## src/rtl/uart_tx_arbiter.sv

```systemverilog
// Round-robin arbiter sharing one UART transmitter between N_REQ byte streams.
// Define UART_ARB_TIMEOUT_EN to release a grant whose owner stays idle for IDLE_TIMEOUT cycles.
module uart_tx_arbiter #(
  parameter int N_REQ        = 2,
  parameter int IDLE_TIMEOUT = 255
) (
  input  logic               clk,
  input  logic               rst_n,
  input  logic [N_REQ-1:0]   req_valid,
  input  logic [8*N_REQ-1:0] req_data,
  input  logic [N_REQ-1:0]   req_last,
  output logic [N_REQ-1:0]   req_ready,
  output logic               tx_valid,
  output logic [7:0]         tx_data,
  input  logic               tx_ready,
  output logic [N_REQ-1:0]   grant,
  output logic               busy
);

  typedef enum logic {IDLE, LOCK} state_t;

  state_t            state, state_nxt;
  logic [1:0]        owner, owner_nxt;
  logic [1:0]        ptr, ptr_nxt;
  logic [1:0]        owner_inc;
  logic [1:0]        pick, cand;
  logic              found;
  logic [N_REQ-1:0]  own_oh;
  logic              owner_valid, owner_last, xfer;

  always_comb begin
    own_oh  = '0;
    tx_data = '0;
    for (int unsigned i = 0; i < N_REQ; i++) begin
      own_oh[i] = (owner == 2'(i));
      if (owner == 2'(i)) tx_data = req_data[8*i +: 8];
    end
    if (state != LOCK) tx_data = '0;
  end

  assign owner_valid = |(own_oh & req_valid);
  assign owner_last  = |(own_oh & req_last);
  assign busy        = (state == LOCK);
  assign grant       = busy ? own_oh : '0;
  assign tx_valid    = busy && owner_valid;
  assign req_ready   = (busy && tx_ready) ? own_oh : '0;
  assign xfer        = tx_valid && tx_ready;
  assign owner_inc   = (owner == 2'(N_REQ - 1)) ? 2'd0 : owner + 2'd1;

  // First valid requester scanning upward from ptr with wrap.
  always_comb begin
    pick  = '0;
    cand  = '0;
    found = 1'b0;
    for (int unsigned k = 0; k < N_REQ; k++) begin
      cand = 2'((32'(ptr) + k) % N_REQ);
      for (int unsigned i = 0; i < N_REQ; i++) begin
        if (!found && cand == 2'(i) && req_valid[i]) begin
          found = 1'b1;
          pick  = cand;
        end
      end
    end
  end

`ifdef UART_ARB_TIMEOUT_EN
  logic [7:0] idle_cnt;
  logic       idle_expired;

  assign idle_expired = !owner_valid && (idle_cnt == 8'(IDLE_TIMEOUT - 1));

  always_ff @(posedge clk or negedge rst_n) begin
    if (!rst_n) begin
      idle_cnt <= '0;
    end else if (state == LOCK && state_nxt == LOCK && !owner_valid) begin
      idle_cnt <= idle_cnt + 8'd1;
    end else begin
      idle_cnt <= '0;
    end
  end
`else
  logic unused_timeout;
  assign unused_timeout = |8'(IDLE_TIMEOUT);
`endif

  always_comb begin
    state_nxt = state;
    owner_nxt = owner;
    ptr_nxt   = ptr;
    case (state)
      IDLE: begin
        if (found) begin
          state_nxt = LOCK;
          owner_nxt = pick;
        end
      end
      LOCK: begin
        if (xfer && owner_last) begin
          state_nxt = IDLE;
          ptr_nxt   = owner_inc;
        end
`ifdef UART_ARB_TIMEOUT_EN
        else if (idle_expired) begin
          state_nxt = IDLE;
          ptr_nxt   = owner_inc;
        end
`endif
      end
      default: state_nxt = IDLE;
    endcase
  end

  always_ff @(posedge clk or negedge rst_n) begin
    if (!rst_n) begin
      state <= IDLE;
      owner <= '0;
      ptr   <= '0;
    end else begin
      state <= state_nxt;
      owner <= owner_nxt;
      ptr   <= ptr_nxt;
    end
  end

endmodule
```

## config.mk

```make
export PLATFORM = sky130hd
export DESIGN_NAME = uart_tx_arbiter
export DESIGN_NICKNAME = d
export VERILOG_FILES = /design/src/rtl/uart_tx_arbiter.sv
export SDC_FILE = /design/constraint.sdc
export NUM_CORES = 1
export LEC_CHECK = 0
export ABC_AREA = 0
export CAP_MARGIN = 20
export CORE_AREA = 10 10 47 49
export CTS_CLUSTER_DIAMETER = 30
export DETAILED_ROUTE_END_ITERATION = 10
export DIE_AREA = 0 0 57 59
export PLACE_DENSITY = 0.75
export SLEW_MARGIN = 20
export SYNTH_ARGS = -nofsm -noshare
export SYNTH_HDL_FRONTEND = slang
export SYNTH_SLANG_ARGS = --single-unit
```

## constraint.sdc

```tcl
create_clock -name clk -period 1.9 [get_ports clk]
set_clock_uncertainty 0.15 [all_clocks]
set_input_delay 0.285 -clock clk [delete_from_list [all_inputs] [get_ports clk]]
set_output_delay 0.285 -clock clk [all_outputs]
set_load 0.005 [all_outputs]
```

==> reports/metrics.cfg <==
[clocking]
cts-hold-fix-buffers=0
clockBufferDepth=2
cts.sinks=3
tritoncts=yes
htreeDepth=1
numCtsBuffers=3
clkTransAtPathRegs_ps=40
clkLatencyLatePin_ps=230
cts-root-buf=clkbuf_4

[placed_design]
dpl.hpwl_mm=1.151
dpl.cell_count=93
gp_congestion=0.6912
pre_cts_slack_ps=-45.96
place_area_um2=720.7
portBuffers=36

[timing]
max_freq_mhz=539.6
slew_viol_final=0
worstMarginPinSlew_ps=193.5
setup_ws_ps=46.75
final.period_utilization_pct=97.54
setup_viol=0
slew_headroom_pct=86.84
finalHoldViolCount=0
fin_crit_ps=1853

[power_and_ir_drop]
power_mw=0.9865
power.density_mw_per_mm2=1165
vdd_drop_max_mv=0.5911
total_leakage_power_nw=0.4118

[finish]
final_cell_mix=clkdlybuf4s50_1 (24), buf_4 (14), nor2_1 (12), dlygate4sd2_1 (12), mux2i_1 (9)
drive_gt1_share_pct=27.96
nets=117
final_common_cell=clkdlybuf4s50_1
fin_area_um2=847.1
fin_cells=109
final_util_pct=60.45
syn_to_final_growth_pct=166.5
antenna_cells=0

[routing]
drc=0
drtIter0Drc=3
first_pass_iters=3
routed_via_density=4.468
routedWlPerCell_um=14.97
via_count=487
ant_nets=0
drt_wl_total_mm=1.632

[grt]
grt_max_degree=14
track_usage_pct=8.427
antenna_found_initial=0
grt_pass1_wl_mm=2.263
grt_pass1_vias=479
grt_overflow=0

[yosys]
syn_area_um2=317.8
synthArstFlopShare_pct=100.0
synth_edf_count=0
syn_nets=62
yosysSeqAreaShare_pct=23.62
yosysUniqueCellTypes=14
syn_inst=39
ys_warn_count=0
synth_area_leaders=mux2i_1 (31%), dfrtp_1 (24%), nor2_1 (14%)
ys.flop_type=dfrtp_1
yosysTopAreaCell=mux2i_1
synth.avg_cell_area_um2=8.149
synth_top_area_share_pct=31.50
synth_seq_cells=3

[worst_setup_path]
cp_slowest_cell=clkdlybuf4s50_1
path_max_fanout=5
critPathLaunchType=register
max_stage_delay_ps=500
cp_top_family=buffers and inverters
cp.required_ps=1460
endpoint_kind=output pin
path_class=register to output pin
cp.arrival_ps=1420
crit_path_cell_trace=buf_4 > and2_1 > clkdlybuf4s50_1
path_buf_inv=2
worst-r2r-cell-count=5
cp.depth=3

[floorplan]
initial_utilization_pct=22.68
core_area_mm2=0.001401
die_y_um=59
fp.dieW_um=57
dieArea_mm2=0.003363
num_rows=14
ios=37

[status]
status=completed

[min_path]
hold_path.class=primary input to asynchronous set/reset pin

[run]
drv_cap=0

cells in the mapped netlist (all sizes together), types with 2 or more instances:
master	n
nor3	2
buf	3
nand2	2
nor2	12
mux2i	10
dfrtp	3
worst paths after layout:
kind | start | to | slack [ps]
max | busy$_DFF_PN0_ | grant[1] | 50
min | rst_n | ptr[0]$_DFFE_PN0P_ | 80
max reg2reg | owner[0]$_DFFE_PN0P_ | busy$_DFF_PN0_ | 490
min reg2reg | ptr[0]$_DFFE_PN0P_ | ptr[0]$_DFFE_PN0P_ | 340
max in group asynchronous | rst_n | owner[0]$_DFFE_PN0P_ | 1360
min in group clk | ptr[0]$_DFFE_PN0P_ | ptr[0]$_DFFE_PN0P_ | 340
repair_timing:
item                                    in CTS  in global routing
endpoints found under the setup margin      13                  1
gates resized for setup                     15                  1
cloned                                       0                  1
buffers inserted                             5                  6
per-stage QoR:
stage / hold WS [ps] / TNS (ps)
2_1_floorplan: -160.6 / 0
3_3_place_gp: 328.1 / -36.93
3_5_place_dp: 325.7 / -59.49
4_1_cts: 78.22 / 0
5_1_grt: 90.50 / -33.17
6_report: 84.61 / 0
power by group:
part           internal [mW]  switching [mW]
clock network         0.0788          0.0339
logic                  0.485           0.260
registers             0.0940          0.0347
registers in the layout, summed over array words and instances (netlist names):
signal	count
busy	1
ptr	1
owner	1
final cells by class:
class                           instances  area (µm²)
Fill cell                             119       554.3
Timing Repair Buffer                   53       500.5
Sequential cell                         3       77.57
Clock buffer                            4       26.28
Tap cell                               16       20.02
Inverter                                1       7.507
Multi-Input combinational cell         32       215.2
layer usage:
| layer | wire length [µm] | vias to the layer above | GRT usage [%] |
|---|---|---|---|
| met3 | 91 | 0 | 4.506 |
| met1 | 581 | 232 | 8.313 |
| li1 | - | 244 | - |
| met4 | 0 | 0 | 3.356 |
| met5 | 0 | - | 0 |
| met2 | 959 | 11 | 14.57 |
cells by family after synthesis:
family | after synthesis | synth area share [%]
multiplexers | 10 | 31.50
AO/OA/AOI/OAI | 3 | 6.693
buffers and inverters | 4 | 9.839
flip-flops | 3 | 23.62
AND/OR/NAND/NOR | 19 | 28.35
(Power assumes the default switching activity.)
